--- src/rtl/pls_pkg.sv ---
// Shared types and constants for the switch-line pulse driver.
package pls_pkg;

  localparam int TLEN_W = 16;

  // Time-unit encodings; 2'b11 is treated as microseconds.
  localparam logic [1:0] TU_US = 2'b00;
  localparam logic [1:0] TU_MS = 2'b01;
  localparam logic [1:0] TU_S  = 2'b10;

  typedef enum logic [2:0] {
    IDLE   = 3'd0,
    LOW    = 3'd1,
    GAP    = 3'd2,
    DONE   = 3'd3,
    BOUNCE = 3'd4
  } pls_state_e;

endpackage

--- src/rtl/pls_drv_if.sv ---
// Sequencer-to-driver handshake and switch-line bundle.
interface pls_drv_if;
  import pls_pkg::*;

  logic              en;
  logic              start;
  logic [1:0]        tunit;
  logic [TLEN_W-1:0] tlen;
  logic              busy;
  logic              done;
  logic              s_out;

  modport master (output en, start, tunit, tlen, input busy, done, s_out);
  modport slave  (input en, start, tunit, tlen, output busy, done, s_out);

endinterface

--- src/rtl/pls_drv_tick_gen.sv ---
// Cascaded us/ms/s prescaler. A synchronous clear restarts all three stages
// so that a timed interval always begins on a full unit boundary.
module tick_gen import pls_pkg::*; #(
  parameter int CNT1US = 107,
  parameter int CNT1MS = 1000,
  parameter int CNT1S  = 1000
) (
  input  logic       clk,
  input  logic       rst,
  input  logic       clr,
  input  logic [1:0] tunit,
  output logic       tick_us,
  output logic       tick_ms,
  output logic       tick_s,
  output logic       tick_unit
);

  localparam int US_W = $clog2(CNT1US + 1);
  localparam int MS_W = $clog2(CNT1MS + 1);
  localparam int S_W  = $clog2(CNT1S + 1);

  logic [US_W-1:0] us_cnt;
  logic [MS_W-1:0] ms_cnt;
  logic [S_W-1:0]  s_cnt;

  assign tick_us = (us_cnt == US_W'(CNT1US - 1));
  assign tick_ms = tick_us && (ms_cnt == MS_W'(CNT1MS - 1));
  assign tick_s  = tick_ms && (s_cnt == S_W'(CNT1S - 1));

  // Clock-cycle prescaler producing the 1 us tick.
  always_ff @(posedge clk or posedge rst) begin
    if (rst)          us_cnt <= '0;
    else if (clr)     us_cnt <= '0;
    else if (tick_us) us_cnt <= '0;
    else              us_cnt <= us_cnt + US_W'(1);
  end

  // Microsecond counter producing the 1 ms tick.
  always_ff @(posedge clk or posedge rst) begin
    if (rst)          ms_cnt <= '0;
    else if (clr)     ms_cnt <= '0;
    else if (tick_ms) ms_cnt <= '0;
    else if (tick_us) ms_cnt <= ms_cnt + MS_W'(1);
  end

  // Millisecond counter producing the 1 s tick.
  always_ff @(posedge clk or posedge rst) begin
    if (rst)          s_cnt <= '0;
    else if (clr)     s_cnt <= '0;
    else if (tick_s)  s_cnt <= '0;
    else if (tick_ms) s_cnt <= s_cnt + S_W'(1);
  end

  // Pick the tick matching the requested pulse unit.
  always_comb begin
    tick_unit = tick_us;
    case (tunit)
      TU_MS:   tick_unit = tick_ms;
      TU_S:    tick_unit = tick_s;
      default: tick_unit = tick_us;
    endcase
  end

endmodule

--- src/rtl/pls_drv.sv ---
// Switch-line pulse driver: active-low pulse of tlen units, then a fixed
// recovery gap, handshaken through start/busy/done.
// Optional macro PLS_BOUNCE_EN adds a contact-chatter burst before the pulse.
//
// state  | meaning
// IDLE   | line high, waiting for start with en=1
// BOUNCE | chatter burst, 1 us low / 1 us high per pulse (PLS_BOUNCE_EN only)
// LOW    | line driven low for tlen units
// GAP    | line high for GAP_US microseconds of recovery
// DONE   | one-cycle done strobe, busy drops on exit
module pls_drv import pls_pkg::*; #(
  parameter int CNT1US   = 107,
  parameter int CNT1MS   = 1000,
  parameter int CNT1S    = 1000,
`ifdef PLS_BOUNCE_EN
  parameter int BOUNCE_N = 3,
`endif
  parameter int GAP_US   = 10
) (
  input logic     clk,
  input logic     rst,
  pls_drv_if.slave bus
);

  localparam int GAP_W = $clog2(GAP_US + 1);
`ifdef PLS_BOUNCE_EN
  localparam int BNC_W = $clog2(2 * BOUNCE_N + 1);
  logic [BNC_W-1:0] bnc_cnt;
  logic             bnc_end;
`endif

  pls_state_e        state;
  logic [1:0]        tunit_q;
  logic [TLEN_W-1:0] tlen_q;
  logic [TLEN_W-1:0] unit_cnt;
  logic [GAP_W-1:0]  gap_cnt;
  logic              tick_us, tick_ms, tick_s, tick_unit, tick_clr;
  logic              accept, low_end, gap_end;
  logic              unused_ticks;

  assign unused_ticks = tick_ms ^ tick_s;

  tick_gen #(.CNT1US(CNT1US), .CNT1MS(CNT1MS), .CNT1S(CNT1S)) u_tick (
    .clk      (clk),
    .rst      (rst),
    .clr      (tick_clr),
    .tunit    (tunit_q),
    .tick_us  (tick_us),
    .tick_ms  (tick_ms),
    .tick_s   (tick_s),
    .tick_unit(tick_unit)
  );

  // tlen_q is never zero in LOW, so tlen_q-1 cannot wrap; 16'hFFFF still fits.
  assign accept  = (state == IDLE) && bus.start && bus.en;
  assign low_end = tick_unit && (unit_cnt == tlen_q - TLEN_W'(1));
  assign gap_end = tick_us && (gap_cnt == '0);
`ifdef PLS_BOUNCE_EN
  assign bnc_end = tick_us && (bnc_cnt == '0);
`endif

  // Restart the prescaler on every state change so each interval is exact.
  always_comb begin
    tick_clr = 1'b0;
    case (state)
      IDLE:    tick_clr = accept;
      LOW:     tick_clr = !bus.en || low_end;
      GAP:     tick_clr = gap_end;
`ifdef PLS_BOUNCE_EN
      BOUNCE:  tick_clr = !bus.en || bnc_end;
`endif
      default: tick_clr = 1'b0;
    endcase
  end

  // Sequencing FSM with registered line and handshake outputs.
  always_ff @(posedge clk or posedge rst) begin
    if (rst) begin
      state     <= IDLE;
      bus.s_out <= 1'b1;
      bus.busy  <= 1'b0;
      bus.done  <= 1'b0;
      tunit_q   <= TU_US;
      tlen_q    <= '0;
      unit_cnt  <= '0;
      gap_cnt   <= '0;
`ifdef PLS_BOUNCE_EN
      bnc_cnt   <= '0;
`endif
    end else begin
      bus.done <= 1'b0;
      case (state)
        IDLE: begin
          if (accept) begin
            tunit_q  <= bus.tunit;
            tlen_q   <= bus.tlen;
            unit_cnt <= '0;
            bus.busy <= 1'b1;
            if (bus.tlen == '0) begin
              state    <= DONE;
              bus.done <= 1'b1;
            end else begin
              bus.s_out <= 1'b0;
`ifdef PLS_BOUNCE_EN
              state   <= BOUNCE;
              bnc_cnt <= BNC_W'(2 * BOUNCE_N - 1);
`else
              state   <= LOW;
`endif
            end
          end
        end
`ifdef PLS_BOUNCE_EN
        // Each us tick flips the line; the last half-period hands over to LOW.
        BOUNCE: begin
          if (!bus.en) begin
            bus.s_out <= 1'b1;
            gap_cnt   <= GAP_W'(GAP_US - 1);
            state     <= GAP;
          end else if (bnc_end) begin
            bus.s_out <= 1'b0;
            state     <= LOW;
          end else if (tick_us) begin
            bnc_cnt   <= bnc_cnt - BNC_W'(1);
            bus.s_out <= ~bus.s_out;
          end
        end
`endif
        LOW: begin
          if (!bus.en || low_end) begin
            bus.s_out <= 1'b1;
            gap_cnt   <= GAP_W'(GAP_US - 1);
            state     <= GAP;
          end else if (tick_unit) begin
            unit_cnt <= unit_cnt + TLEN_W'(1);
          end
        end
        GAP: begin
          if (gap_end) begin
            bus.done <= 1'b1;
            state    <= DONE;
          end else if (tick_us) begin
            gap_cnt <= gap_cnt - GAP_W'(1);
          end
        end
        DONE: begin
          bus.busy <= 1'b0;
          state    <= IDLE;
        end
        default: state <= IDLE;
      endcase
    end
  end

endmodule

--- src/flat_wrapper.sv ---
// flat-port wrapper written by rule: the top's interface ports become plain ports
module pls_drv_flat import pls_pkg::*;
#(
  parameter int CNT1US   = 107,
  parameter int CNT1MS   = 1000,
  parameter int CNT1S    = 1000,

  parameter int GAP_US   = 10
)
  (clk, rst, bus_en, bus_start, bus_tunit, bus_tlen, bus_busy, bus_done, bus_s_out);
  pls_drv_if bus_i ();
  input logic clk;
  input logic rst;
  input wire logic [$bits(bus_i.en)-1:0] bus_en;
  input wire logic [$bits(bus_i.start)-1:0] bus_start;
  input wire logic [$bits(bus_i.tunit)-1:0] bus_tunit;
  input wire logic [$bits(bus_i.tlen)-1:0] bus_tlen;
  output wire logic [$bits(bus_i.busy)-1:0] bus_busy;
  output wire logic [$bits(bus_i.done)-1:0] bus_done;
  output wire logic [$bits(bus_i.s_out)-1:0] bus_s_out;
  assign bus_i.en = bus_en;
  assign bus_i.start = bus_start;
  assign bus_i.tunit = bus_tunit;
  assign bus_i.tlen = bus_tlen;
  assign bus_busy = bus_i.busy;
  assign bus_done = bus_i.done;
  assign bus_s_out = bus_i.s_out;
  pls_drv #(.CNT1US(CNT1US), .CNT1MS(CNT1MS), .CNT1S(CNT1S), .GAP_US(GAP_US)) u_core (.clk(clk), .rst(rst), .bus(bus_i));
endmodule
--- config.mk ---
export PLATFORM = sky130hd
export DESIGN_NAME = pls_drv_flat
export DESIGN_NICKNAME = d
export VERILOG_FILES = /design/src/rtl/pls_pkg.sv /design/src/rtl/pls_drv_if.sv /design/src/rtl/pls_drv_tick_gen.sv /design/src/rtl/pls_drv.sv /design/src/flat_wrapper.sv
export SDC_FILE = /design/constraint.sdc
export NUM_CORES = 1
export LEC_CHECK = 0
export BUFFER_PORTS_ARGS = -buffer_cell sky130_fd_sc_hd__buf_2
export CORE_MARGIN = 3
export CORE_UTILIZATION = 55
export DETAILED_ROUTE_END_ITERATION = 12
export PLACE_DENSITY_LB_ADDON = 0.15
export SYNTH_ARGS = -nofsm -noshare
export SYNTH_HDL_FRONTEND = slang
export SYNTH_SLANG_ARGS = --single-unit
--- constraint.sdc ---
create_clock -name clk -period 4.93 [get_ports clk]
set_clock_uncertainty 0.15 [all_clocks]
set_input_delay 0.2465 -clock clk [delete_from_list [all_inputs] [get_ports clk]]
set_output_delay 0.2465 -clock clk [all_outputs]
set_load 0.005 [all_outputs]
# Word-level counts from Yosys, hierarchy flattened
# Index checks and enable logic that the tools add are counted.
[classes] n_mux=33 eq_ne=17 n_reduce_logical=22 add_sub_neg=6
[ops] op="10-bit 2-to-1 mux" count=6
[ops] op="16-bit 2-to-1 mux" count=3
[ops] op="16-bit case mux with 2 select lines" count=1
[ops] op="10-bit by 1-bit adder with 10-bit output, second input constant" count=2
[ops] op="10-bit equality test, second input constant" count=2
[ops] op="16-bit by 1-bit adder with 16-bit output, second input constant" count=1
[ops] op="16-bit equality test" count=1
[ops] op="16-bit zero test" count=1
[ops] op="16-bit by 1-bit subtractor with 16-bit output, second input constant" count=1
[ops] op="7-bit 2-to-1 mux" count=2
[ops] op="4-bit 2-to-1 mux" count=3
[ops] op="4-bit AND reduction" count=3
[ops] op="2-bit by 1-bit inequality test with 1-bit output, second input constant" count=5
[ops] op="3-bit 2-to-1 mux" count=3
[ops] op="3-bit case mux with 3 select lines" count=1
[ops] op="1-bit case mux with 2 select lines" count=4
[ops] op="4-bit case mux with 2 select lines" count=1
[ops] op="7-bit by 1-bit adder with 7-bit output, second input constant" count=1
[ops] op="7-bit equality test, second input constant" count=1
[ops] op="1-bit 2-to-1 mux" count=7
[ops] op="3-bit by 2-bit equality test with 1-bit output, second input constant" count=2
[ops] op="1-bit logical AND" count=6
[ops] op="2-bit inequality test, second input constant" count=3
[ops] op="2-bit nonzero test" count=3
[ops] op="13 further kinds" count=15
[totals] word_cells=89 output_inout_bits=3 ff_bits=71 inputBits=22

# Logic depth before layout (Yosys ltp)
[logic_depth] ltp_word=8 depth_mapped=14 depth_no_buf=10

# By module
# Synthesis repeated with hierarchy kept, for this count alone.
[unflattened] cells_unflattened=478 hier_area_um2=4411.7
[modules_own_cells] module="pls_drv" cells_per_inst=304 instances=1 seq_area_each_um2=1077.3 area_each_um2=2849.0
[modules_own_cells] module="tick_gen" cells_per_inst=174 instances=1 seq_area_each_um2=675.6 area_each_um2=1562.7

# Worst setup path after synthesis
# No wires, ideal clock.
[synth_path] path_kind="register to register" from="register u_core.tlen_q[0]" to="register u_core.u_tick.us_cnt[2]" period_less_slack_ns=3.481 stages_incl_launch_ff=15 path_slack_ns=1.449 n_path_buf=4 setup_time_ns=0.137 arrival_time_ns=3.194 path_cell_list="dfrtp_1 clkbuf_1 inv_1 ha_1 clkbuf_1 nor4b_1 nand3_1 nor4bb_1 a311oi_1 or4_4 o21a_1 buf_2 o31ai_4 buf_6 nor3_1"
[synth_between] elab_chain_cells=6
[synth_lines] element="start: declaration" line_no="pls_drv.sv:34" text="logic [TLEN_W-1:0] tlen_q;"
[synth_lines] element="start signal: assignment" line_no="pls_drv.sv:96" text="tlen_q <= bus.tlen;"
[synth_lines] element="16-bit by 1-bit subtractor with 16-bit output" line_no="pls_drv.sv:56" text="assign low_end = tick_unit && (unit_cnt == tlen_q - TLEN_W'(1));"
[synth_lines] element="16-bit equality test" line_no="pls_drv.sv:56"
[synth_lines] element="1-bit logical AND" line_no="pls_drv.sv:56"
[synth_lines] element="1-bit logical OR" line_no="pls_drv.sv:67" text="LOW: tick_clr = !bus.en || low_end;"
[synth_lines] element="1-bit case mux with 3 select lines" line_no="pls_drv.sv:65" text="case (state)"
[synth_lines] element="7-bit 2-to-1 mux" line_no="pls_drv_tick_gen.sv:33" text="else if (clr) us_cnt <= '0;"
[synth_lines] element="end signal: assignment" line_no="pls_drv_tick_gen.sv:35" text="else us_cnt <= us_cnt + US_W'(1);"
[synth_lines] element="end: declaration" line_no="pls_drv_tick_gen.sv:22" text="logic [US_W-1:0] us_cnt;"
# No other way between the ends.
# A chain may end at the register's enable or synchronous reset.

# Worst setup path in the final report
[layout_path] from="register u_core.tlen_q[0]" to="register u_core.unit_cnt[8]"
[layout_between] elab_chain_cells=6
[layout_lines] element="16-bit by 1-bit subtractor with 16-bit output" line_no="pls_drv.sv:56"
[layout_lines] element="16-bit equality test" line_no="pls_drv.sv:56"
[layout_lines] element="1-bit logical AND" line_no="pls_drv.sv:56"
[layout_lines] element="1-bit logical OR" line_no="pls_drv.sv:130" text="if (!bus.en || low_end) begin"
[layout_lines] element="2-bit inequality test (no line)"
[layout_lines] element="4-bit AND reduction (no line)"
[layout_lines] element="end signal: assignment" line_no="pls_drv.sv:135" text="unit_cnt <= unit_cnt + TLEN_W'(1);"
[layout_lines] element="end: declaration" line_no="pls_drv.sv:35" text="logic [TLEN_W-1:0] unit_cnt;"
# No other way between the ends.

==> flow_summary_export.csv <==
group,metric,value,unit
sta,hold_violations,3,
placement,place_congestion,0.842,
cts,cts_sinks,70,
synthesis,synth_cells,465,
global_routing,grt-ovfl-total,0,
cts,cts.reportedPaths.clkPinSlew,0.09,ns
flow_run,drv_cap,0,
cts,cts_made_buffers,9,
synthesis,async_flop_share,1.00,
global_routing,grt_pass1_wl,15900,um
floorplan,boundaryPins,25,
cts,htree_levels,3,
critical_path,crit_chain,"inv_1, ha_1, nor4b_1, nand4_1, xnor2_1, o21ai_0, or4_4, o211ai_1, or3_1, a21oi_1",
cells_and_area,final_nets,536,
critical_path,path_class,"register to register",
drt,drt_iter0_markers,243,
critical_path,cp-end-kind,"register",
sta,hold_ws,-0.00358,ns
cells_and_area,diodes,0,
global_routing,track_usage,0.234,
drt,wl,9240,um
synthesis,synth_area_leader_cell,"dfrtp_1",
cells_and_area,final_util,0.666,
sta,tns,0,ns
cells_and_area,stdcell_count,602,
cells_and_area,drive_gt1_frac,0.0988,
critical_path,path_delay_family,"simple AND/OR/NAND/NOR gates",
sta,slew_headroom,0.312,
drt,via_per_inst,5.96,
global_routing,grt_pass1_vias,3436,
cts,cts-resized-gates,0,
sta,tightest_slew,1.03,ns
drt,routedWlPerCell,15.4,um
critical_path,crit_buf_inv,1,
synthesis,synth_seq_cells,70,
floorplan,fp.dieH,92.4,um
synthesis,ys.flop_type,"dfrtp_1",
cts,cts_hold_buf,18,
floorplan,fp-row-count,30,
synthesis,ys_types,57,
sta,fmax,260,MHz
sta,setup_viol,0,
pwr,power.density,462,nW/um2
critical_path,crit_required,4.96,ns
critical_path,critPathSlowestCell,"o211ai_1",
synthesis,synth_area,4100,um2
cts,root_buffer,"clkbuf_8",
run_status,outcome,"finished with violations",
global_routing,antenna_found_initial,0,
synthesis,avgSynthCellArea,8.82,um2
run_status,violations,"hold timing",
floorplan,dieArea,8530,um2
sta,slew_violations,0,
drt,ant_nets,0,
synthesis,synth_edf_count,0,
drt,drtPass1Iterations,5,
cts,tritoncts,"done",
critical_path,max_stage_delay,0.71,ns
synthesis,synthTopCellsByArea,"dfrtp_1, nand2_1, xnor2_1",
placement,port_buffers,24,
synthesis,ys_seq_area_frac,0.427,
cts,clk_latency,0.36,ns
synthesis,synth_top_cells_by_count,"dfrtp_1, nand2_1, a21oi_1",
pwr,p_leak,2.02,nW
sta,fin_crit_sh,0.779,
pwr,peakVddDrop,0.306,mV
drt,drc,0,
cts,cts_setup_buffers,0,
placement,dpl.hpwl,6300,um
sta,rsz0062_at_grt,"no",
floorplan,die_w,92.4,um
floorplan,start_util,0.584,
placement,place_inst,568,
synthesis,syn-num-nets,500,
floorplan,core,7020,um2
drt,dr_total_vias,3588,
hold_path,hold_class,"input pin to async pin",
global_routing,grt_max_degree,71,
cts,clk_path_buf_depth,2,
synthesis,synth_top_area_share,0.421,
critical_path,crit_arrival,3.87,ns
synthesis,yosysWarningCount,0,
critical_path,cp_max_fo,11,
cells_and_area,syn_to_final_growth,13.9,%
sta,period_needed,3.84,ns
critical_path,worst_setup_path_start_kind,"register",
==> path summary, 6_finish.rpt <==
check / cells after the start / startpoint / end / slack (ns)
worst max-delay path: 10 / u_core.tlen_q[0] / u_core.unit_cnt[8] / 1.09
worst min-delay path: 3 / rst / u_core.tlen_q[5] / -0.004
worst max register to register: 10 / u_core.tlen_q[0] / u_core.unit_cnt[8] / 1.09
worst min register to register: 2 / u_core.bus.s_out / u_core.bus.s_out / 0.34
max in group asynchronous: 3 / rst / u_core.bus.busy / 4.07
min in group clk: 2 / u_core.bus.s_out / u_core.bus.s_out / 0.34
==> worst min-delay path, stage by stage <==
cell and delay (ns):
buf_2 0.10, inv_2 0.03, buf_4 0.67
==> report_power, final <==
part / leakage [nW] / switching [W] / internal, W
registers: 0.925 / 0.000163 / 0.000704
clock network: 0.111 / 0.000236 / 0.000289
logic: 0.984 / 0.000435 / 0.000332
total: 2.02 / 0.000834 / 0.00132
==> layout make-up <==
cell class                 count  area, um2
inverter                      23       86.3
tap                           96        120
sequential                    70       1750
clock buffer                  10        128
timing repair buffer          44        315
clock inverter                 6       95.1
fill                         591       2350
multi-input combinational    353       2180
==> cells in the final DEF (no fill, tap or decap), drive strengths merged, types with 18 or more instances in the layout <==
master	instances
a21oi	27
buf	26
dfrtp	69
dlygate4sd3	18
inv	24
nand2	69
nand3	19
nor2	25
nor3	25
o21ai	24
xnor2	21
==> sequential cells by signal, summed over array words and instances, names as in the netlist <==
signal and cells:
u_core.tlen_q 16, u_core.unit_cnt 16, u_core.u_tick.ms_cnt 10, u_core.u_tick.s_cnt 10, u_core.u_tick.us_cnt 7, u_core.gap_cnt 4
u_core.state 2, u_core.tunit_q 2, u_core.bus.busy 1, u_core.bus.done 1, u_core.bus.s_out 1
==> per-layer routing <==
metal  vias to the layer above  wire, um  GRT usage
met5                         -         0          0
met4                         0       168     0.0879
met2                        94      4370      0.374
met1                      1740      4250      0.315
li1                       1739         -          -
met3                        15       454     0.0487
==> logic make-up (layout without fill, tap and decap cells) <==
group / Yosys count / in the layout / synth area share
DFF: 70 / 70 / 0.427
xor gates and xnor gates: 37 / 37 / 0.0790
AOI/OAI and AO/OA: 93 / 93 / 0.148
adders and majority gates: 13 / 13 / 0.0396
muxes: 4 / 4 / 0.0101
buffers and inverters: 42 / 83 / 0.0424
and+or+nand+nor: 206 / 206 / 0.254
==> through the flow <==
stage | power (W) | cell area [um2] | setup WS [ns]
after floorplan | 0.00145 | 4100 | 1.45
after global placement | 0.00160 | 4270 | 1.37
after detailed placement | 0.00162 | 4270 | 1.17
after CTS | 0.00216 | 4670 | 1.14
after global routing | 0.00231 | 4670 | 0.721
final | 0.00216 | 4670 | 1.09
Power figures use the tool's default switching activity.
